--- src/rtl/unload_pkg.sv ---
// rtl/unload_pkg.sv - widths, FSM states and header check shared by unload_reader
// Optional build macro: UNLOAD_PARITY_EN (adds odd-parity header rejection)
package unload_pkg;

  localparam int ADDR_W      = 12;
  localparam int DATA_W      = 16;
  localparam int FIFO_DEPTH  = 2;
  localparam int HDR_COUNT_W = 12;

  typedef enum logic [2:0] {
    ST_IDLE,
    ST_HDR_REQ,
    ST_HDR_WAIT,
    ST_STREAM,
    ST_DRAIN
  } unload_state_t;

  // Header is malformed when any reserved bit above the count is set.
  function automatic logic hdr_malformed(input logic [DATA_W-1:0] hdr);
    logic bad;
    bad = |hdr[DATA_W-1:HDR_COUNT_W];
`ifdef UNLOAD_PARITY_EN
    bad = bad | (^hdr);
`endif
    return bad;
  endfunction

endpackage

--- src/rtl/unload_skid_fifo.sv ---
// rtl/unload_skid_fifo.sv - 2-entry FIFO holding SRAM return data ahead of the stream port
module unload_skid_fifo
  import unload_pkg::*;
(
  input  logic              clk,
  input  logic              rst_n,
  input  logic              i_push,
  input  logic [DATA_W-1:0] i_push_data,
  input  logic              i_pop,
  output logic              o_full,
  output logic              o_empty,
  output logic [DATA_W-1:0] o_head
);

  localparam int PTR_W = $clog2(FIFO_DEPTH);
  localparam int CNT_W = $clog2(FIFO_DEPTH + 1);

  logic [DATA_W-1:0] r_mem [FIFO_DEPTH];
  logic [PTR_W-1:0]  r_wr_ptr;
  logic [PTR_W-1:0]  r_rd_ptr;
  logic [CNT_W-1:0]  r_count;
  logic              w_do_push;
  logic              w_do_pop;

  assign o_full    = (r_count == CNT_W'(FIFO_DEPTH));
  assign o_empty   = (r_count == '0);
  assign o_head    = r_mem[r_rd_ptr];
  assign w_do_pop  = i_pop && !o_empty;
  assign w_do_push = i_push && (!o_full || w_do_pop);

  always_ff @(posedge clk or negedge rst_n) begin
    if (!rst_n) begin
      for (int i = 0; i < FIFO_DEPTH; i++) r_mem[i] <= '0;
      r_wr_ptr <= '0;
      r_rd_ptr <= '0;
      r_count  <= '0;
    end else begin
      if (w_do_push) begin
        r_mem[r_wr_ptr] <= i_push_data;
        r_wr_ptr        <= r_wr_ptr + PTR_W'(1);
      end
      if (w_do_pop) r_rd_ptr <= r_rd_ptr + PTR_W'(1);
      // Simultaneous push and pop leaves occupancy unchanged.
      case ({w_do_push, w_do_pop})
        2'b10:   r_count <= r_count + CNT_W'(1);
        2'b01:   r_count <= r_count - CNT_W'(1);
        default: r_count <= r_count;
      endcase
    end
  end

endmodule

--- src/rtl/unload_reader.sv ---
// rtl/unload_reader.sv - reads a counted result region from SRAM and streams it out
// Optional build macro: UNLOAD_PARITY_EN (out_parity port and header parity check)
module unload_reader
  import unload_pkg::*;
(
  input  logic              clk,
  input  logic              reset_b,
  input  logic              unload_run,
  output logic              unload_busy,
  input  logic [ADDR_W-1:0] unload_base_addr,
  output logic [ADDR_W-1:0] unload_sram_read_address,
  input  logic [DATA_W-1:0] sram_unload_read_data,
  output logic              out_valid,
  input  logic              out_ready,
  output logic [DATA_W-1:0] out_data,
  output logic              out_last,
`ifdef UNLOAD_PARITY_EN
  output logic              out_parity,
`endif
  output logic              out_error
);

  unload_state_t          r_state;
  unload_state_t          w_next;
  logic [ADDR_W-1:0]      r_addr;
  logic [HDR_COUNT_W-1:0] r_count;
  logic [HDR_COUNT_W-1:0] r_issued;
  logic [HDR_COUNT_W-1:0] r_popped;
  logic                   r_inflight;
  logic                   r_error;

  logic                   w_accept;
  logic                   w_issue;
  logic                   w_pop;
  logic                   w_full;
  logic                   w_empty;
  logic                   w_credit;
  logic                   w_hdr_bad;
  logic [HDR_COUNT_W-1:0] w_hdr_count;
  logic [1:0]             w_occ;
  logic [2:0]             w_load;

  assign w_hdr_bad   = hdr_malformed(sram_unload_read_data);
  assign w_hdr_count = sram_unload_read_data[HDR_COUNT_W-1:0];
  assign w_pop       = out_valid && out_ready;

  // A read may be issued when the FIFO can absorb it after this cycle's pop
  // and the return already in flight; this sustains one word per cycle.
  assign w_occ    = w_full ? 2'd2 : (w_empty ? 2'd0 : 2'd1);
  assign w_load   = {1'b0, w_occ} + {2'b0, r_inflight} - {2'b0, w_pop};
  assign w_credit = (w_load < 3'd2);

  always_ff @(posedge clk or negedge reset_b) begin
    if (!reset_b) r_state <= ST_IDLE;
    else          r_state <= w_next;
  end

  always_comb begin
    w_next   = r_state;
    w_accept = 1'b0;
    w_issue  = 1'b0;
    case (r_state)
      ST_IDLE: begin
        if (unload_run) begin
          w_accept = 1'b1;
          w_next   = ST_HDR_REQ;
        end
      end
      ST_HDR_REQ: w_next = ST_HDR_WAIT;
      ST_HDR_WAIT: begin
        // The base+1 read presented this cycle is kept only for a good header.
        if (w_hdr_bad || (w_hdr_count == '0)) begin
          w_next = ST_IDLE;
        end else begin
          w_issue = 1'b1;
          w_next  = ST_STREAM;
        end
      end
      ST_STREAM: begin
        if ((r_issued != r_count) && w_credit) w_issue = 1'b1;
        if ((r_issued + {{(HDR_COUNT_W-1){1'b0}}, w_issue}) == r_count) w_next = ST_DRAIN;
      end
      ST_DRAIN: begin
        if (w_pop && out_last) w_next = ST_IDLE;
      end
      default: w_next = ST_IDLE;
    endcase
  end

  always_ff @(posedge clk or negedge reset_b) begin
    if (!reset_b) begin
      r_addr     <= '0;
      r_count    <= '0;
      r_issued   <= '0;
      r_popped   <= '0;
      r_inflight <= 1'b0;
      r_error    <= 1'b0;
    end else begin
      r_inflight <= w_issue;
      r_error    <= (r_state == ST_HDR_WAIT) && w_hdr_bad;
      if (w_accept) begin
        r_addr   <= unload_base_addr;
        r_issued <= '0;
        r_popped <= '0;
      end else begin
        if ((r_state == ST_HDR_REQ) || w_issue) r_addr <= r_addr + ADDR_W'(1);
        if (w_issue) r_issued <= r_issued + HDR_COUNT_W'(1);
        if (w_pop)   r_popped <= r_popped + HDR_COUNT_W'(1);
      end
      if (r_state == ST_HDR_WAIT) r_count <= w_hdr_count;
    end
  end

  unload_skid_fifo u_fifo (
    .clk         (clk),
    .rst_n       (reset_b),
    .i_push      (r_inflight),
    .i_push_data (sram_unload_read_data),
    .i_pop       (w_pop),
    .o_full      (w_full),
    .o_empty     (w_empty),
    .o_head      (out_data)
  );

  assign unload_busy              = (r_state != ST_IDLE);
  assign unload_sram_read_address = (r_state == ST_IDLE) ? '0 : r_addr;
  assign out_valid                = !w_empty;
  assign out_last                 = out_valid && ((r_popped + HDR_COUNT_W'(1)) == r_count);
  assign out_error                = r_error;
`ifdef UNLOAD_PARITY_EN
  assign out_parity               = ^out_data;
`endif

endmodule

--- config.mk ---
export PLATFORM = sky130hd
export DESIGN_NAME = unload_reader
export DESIGN_NICKNAME = d
export VERILOG_FILES = /design/src/rtl/unload_pkg.sv /design/src/rtl/unload_skid_fifo.sv /design/src/rtl/unload_reader.sv
export SDC_FILE = /design/constraint.sdc
export NUM_CORES = 1
export LEC_CHECK = 0
export ABC_AREA = 1
export BUFFER_PORTS_ARGS = -buffer_cell sky130_fd_sc_hd__buf_2
export CORE_MARGIN = 3
export CORE_UTILIZATION = 50
export CTS_BUF_LIST = sky130_fd_sc_hd__clkbuf_4
export CTS_CLUSTER_SIZE = 20
export DETAILED_ROUTE_END_ITERATION = 8
export PLACE_DENSITY_LB_ADDON = 0.15
export SLEW_MARGIN = 20
export SYNTH_ARGS = -nofsm -noshare
export SYNTH_HDL_FRONTEND = slang
export SYNTH_HIERARCHICAL = 1
export SYNTH_SLANG_ARGS = --single-unit
--- constraint.sdc ---
create_clock -name clk -period 3.5 [get_ports clk]
set_clock_uncertainty 0.05 [all_clocks]
set_input_delay 0.175 -clock clk [delete_from_list [all_inputs] [get_ports clk]]
set_output_delay 0.175 -clock clk [all_outputs]
set_load 0.01 [all_outputs]
==> results.cfg <==
[synthesis]
synth_compound_gate_area_share_pct = 12.0
asyncSetResetFlopFracSynth_pct = 100
ys_seq_area_share_pct = 39.9
ys_seq_elements = 89
ys_top_cells_by_area = sky130_fd_sc_hd__dfrtp_1 40%, sky130_fd_sc_hd__nand2_1 16%, sky130_fd_sc_hd__nand3_1 5.6%, sky130_fd_sc_hd__inv_1 5.2%, sky130_fd_sc_hd__o21ai_0 4.8%
synth-xor-area-share_pct = 4.40
synth_area_in_simple_gates_pct = 33.3
synth_top_family_by_area = simple AND/OR/NAND/NOR gates
synthesis.area_per_instance_um2 = 7.40
yosys.area.top_type_share_pct = 39.9
post-synth-top-area-cell = sky130_fd_sc_hd__dfrtp_1
synth.distinct_cells = 44
yosys_most_used_dff = sky130_fd_sc_hd__dfrtp_1
post_synth_instance_area_um2 = 5580
synthCells = 754
synth-warning-count = 6
synth_edf_count = 0
synth_fa_ha_area_share_pct = 1.70
fraction_of_synthesized_area_in_multiplexers_pct = 0
synth_fp_nets = 793

[floorplan]
design.die.area_um2 = 12500
core_um2 = 10600
rows = 37
dieHeight_um = 112
initial_core_util_pct = 52.6
ioPinCount = 64
die_w_um = 112

[critical_path]
worst_ep_arrival_time_ns = 3.77
crit_type = flop to flop
setup.worst_path.end_class = flop
crit_fanout = 4
worstSetupStartpointType = flop
required_ns = 3.83

[run]
count_of_maximum_capacitance_violations = 0

[outcome]
status = finished, final reports clean

[cells_and_area]
nets = 888
layout_commonest_cell = sky130_fd_sc_hd__nand2_1
final_layout_size_suffix_gt1_share_pct = 20.8
syn_to_final_growth_pct = 16.8
num_antenna_cells = 0
layout.cells.most_common_list = 237 x sky130_fd_sc_hd__nand2_1, 89 x sky130_fd_sc_hd__dfrtp_1, 72 x sky130_fd_sc_hd__inv_1

[global_routing]
grt-ovfl-total = 0
met1_routing_resource_usage_after_global_routing_pct = 30.8
use_met2_pct = 37.0
globalRouteTotalUtil_pct = 23.3
global_route_wire_length_before_repair_um = 24000
gr-usage-met3_pct = 3.53
via_count_of_the_first_global_routing_pass = 5129
grt_start_max_net_pins = 81
antenna_found_initial = 0
grt.busiest_layer = met2

[placement]
post-dp-hpwl_um = 10100
port-buffer-count = 63
place_congestion = 0.998

[power_and_ir_drop]
sw_frac_of_total_pct = 48.0
lkg_pwr_nw = 3.22
ir_drop_uv = 522
combinational_group_share_of_total_power_pct = 54.8
net_switching_w = 0.00244
sequentialPowerShare_pct = 34.7
share_of_total_power_in_the_clock_network_pct = 10.4
intPower_w = 0.00264
cellPowerDensity_nw_per_um2 = 779

[drt]
vias_per_cell = 5.31
route.detailed.wl_per_inst_um = 14.3
number_of_nets_with_antenna_violations_after_detailed_routing = 0
dr_total_vias = 5253
route.detailed.drc = 0
detailedRoute.firstIterationViolations = 250
finalWirelength_um = 14200
first_pass_iteration_count_of_the_detailed_router = 5

[sta]
finalHoldViolations = 0
max-slew-margin-rel_pct = 35.1
setup-violations-final = 0
slew_violations = 0
fin_hold_ws_ns = 0.0570
period_share_pct = 98.2
timing.fmax_ghz = 0.291
worstMarginPinSlew_ns = 0.974
grt_setup_unrepaired = yes
timing.final.crit_period_ns = 3.44
setup_total_negative_slack_ns = 0

[min_path]
hold_path.class = input port to flop

[clock_network]
ctsRootBufferMaster = sky130_fd_sc_hd__clkbuf_4
clock_tree.htree_level_count = 3
clk_path_buf_depth = 2
clkLatencyLatePin_ns = 0.45
clock_transition_at_the_registers_of_the_reported_paths_ns = 0.15
clkSinkCount = 89
tritoncts = done
cts_made_buffers = 9
routing by layer:
layer	vias to the layer above	routed length, um
li1	2603	-
met1	2447	6300
met2	157	6560
met3	46	731
met4	0	574
met5	-	0
path summary, 6_finish.rpt:
path / startpoint / endpoint / slack (ns) / cells after the start
min in group asynchronous: reset_b / r_popped[7] / 0.26 / 2
max: u_fifo/r_count[0] / r_state[2] / 0.06 / 25
max in group asynchronous: reset_b / r_popped[3] / 2.46 / 3
min reg2reg: u_fifo/r_mem[10] / u_fifo/r_mem[10] / 0.47 / 2
max reg2reg: u_fifo/r_count[0] / r_state[2] / 0.06 / 25
min: unload_base_addr[10] / r_addr[10] / 0.06 / 5
area by class of cell:
| class | count | area, um2 |
|---|---|---|
| Inverter | 83 | 317 |
| Multi-Input combinational cell | 559 | 2960 |
| Tap cell | 136 | 170 |
| Clock inverter | 7 | 53.8 |
| Clock buffer | 9 | 67.6 |
| Sequential cell | 89 | 2230 |
| Fill cell | 984 | 4090 |
| Timing Repair Buffer | 107 | 722 |
flip-flops by register name, indices dropped and copies added (netlist names):
name and count:
r_popped 12, r_addr 12, u_fifo/r_wr_ptr 1, r_count 12
r_issued 12, u_fifo/r_mem 32, r_state 3, r_inflight 1
u_fifo/r_count 2, u_fifo/r_rd_ptr 1, out_error 1
worst max-delay path: stages (launching register included):
cell and delay [ns]:
sky130_fd_sc_hd__dfrtp_1 0.46, sky130_fd_sc_hd__inv_2 0.09, sky130_fd_sc_hd__nand2_2 0.06, sky130_fd_sc_hd__inv_2 0.06
sky130_fd_sc_hd__inv_2 0.05, sky130_fd_sc_hd__nand2_2 0.07, sky130_fd_sc_hd__inv_2 0.05, sky130_fd_sc_hd__ha_4 0.20
sky130_fd_sc_hd__inv_2 0.04, sky130_fd_sc_hd__nand2_2 0.04, sky130_fd_sc_hd__fa_2 0.55, sky130_fd_sc_hd__nand2_2 0.06
sky130_fd_sc_hd__nor2_4 0.12, sky130_fd_sc_hd__nand2_2 0.06, sky130_fd_sc_hd__inv_2 0.07, sky130_fd_sc_hd__ha_4 0.15
sky130_fd_sc_hd__ha_4 0.16, sky130_fd_sc_hd__inv_4 0.05, sky130_fd_sc_hd__nor2_4 0.14, sky130_fd_sc_hd__nand3_2 0.09
sky130_fd_sc_hd__xor2_1 0.14, sky130_fd_sc_hd__inv_1 0.05, sky130_fd_sc_hd__nor2_1 0.12, sky130_fd_sc_hd__nand3_2 0.10
sky130_fd_sc_hd__a21oi_2 0.15, sky130_fd_sc_hd__a21boi_2 0.17
cell usage after synthesis (6+ instances only):
| master | number |
|---|---|
| sky130_fd_sc_hd__xnor2_1 | 10 |
| sky130_fd_sc_hd__clkbuf_1 | 9 |
| sky130_fd_sc_hd__o21ai_1 | 6 |
| sky130_fd_sc_hd__o21ai_0 | 53 |
| sky130_fd_sc_hd__dfrtp_1 | 89 |
| sky130_fd_sc_hd__nor3_1 | 9 |
| sky130_fd_sc_hd__o21ai_2 | 27 |
| sky130_fd_sc_hd__xor2_1 | 18 |
| sky130_fd_sc_hd__nor2_2 | 8 |
| sky130_fd_sc_hd__nand3_1 | 62 |
| sky130_fd_sc_hd__ha_1 | 6 |
| sky130_fd_sc_hd__a21oi_1 | 6 |
| sky130_fd_sc_hd__o22ai_1 | 7 |
| sky130_fd_sc_hd__nand2_1 | 243 |
| sky130_fd_sc_hd__nand4_1 | 6 |
| sky130_fd_sc_hd__inv_1 | 78 |
| sky130_fd_sc_hd__nor2_1 | 62 |
stage by stage:
stage / power [W] / setup slack, ns / cells / utilization (%) / cell area [um2]
floorplan: 0.00363 / 0.0864 / 754 / - / 5580
global placement: 0.00427 / 0.0689 / 939 / 56.2 / 5960
global route: 0.00554 / -0.0960 / 990 / 61.5 / 6520
CTS: 0.00495 / 0.0106 / 985 / 60.4 / 6410
finish: 0.00508 / 0.0615 / 990 / 61.5 / 6520
detailed placement: 0.00434 / -0.170 / 939 / 56.2 / 5960
logic make-up after synthesis:
group / after synthesis
compound gates: 107
xor+xnor: 28
fa+ha+maj: 7
buf+inv: 106
flops: 89
simple gates: 417
power by group through the flow:
stage	sequential, W	combinational [W]	clock, W
global placement	0.00176	0.00251	0
global route	0.00182	0.00312	0.000598
detailed placement	0.00177	0.00257	0
floorplan	0.00164	0.00199	0
CTS	0.00175	0.00264	0.000551
finish	0.00176	0.00278	0.000530
repair_timing:
item | 4_1_cts | 5_1_grt
pin swaps | 3 | 15
buffers inserted | 2 | 5
resized for setup | 7 | 20
hold buffers | 28 | 0
setup endpoints to repair | 3 | 3
hold endpoints to repair | 135 | 0
Note: power is estimated with default switching activity, not from simulation.
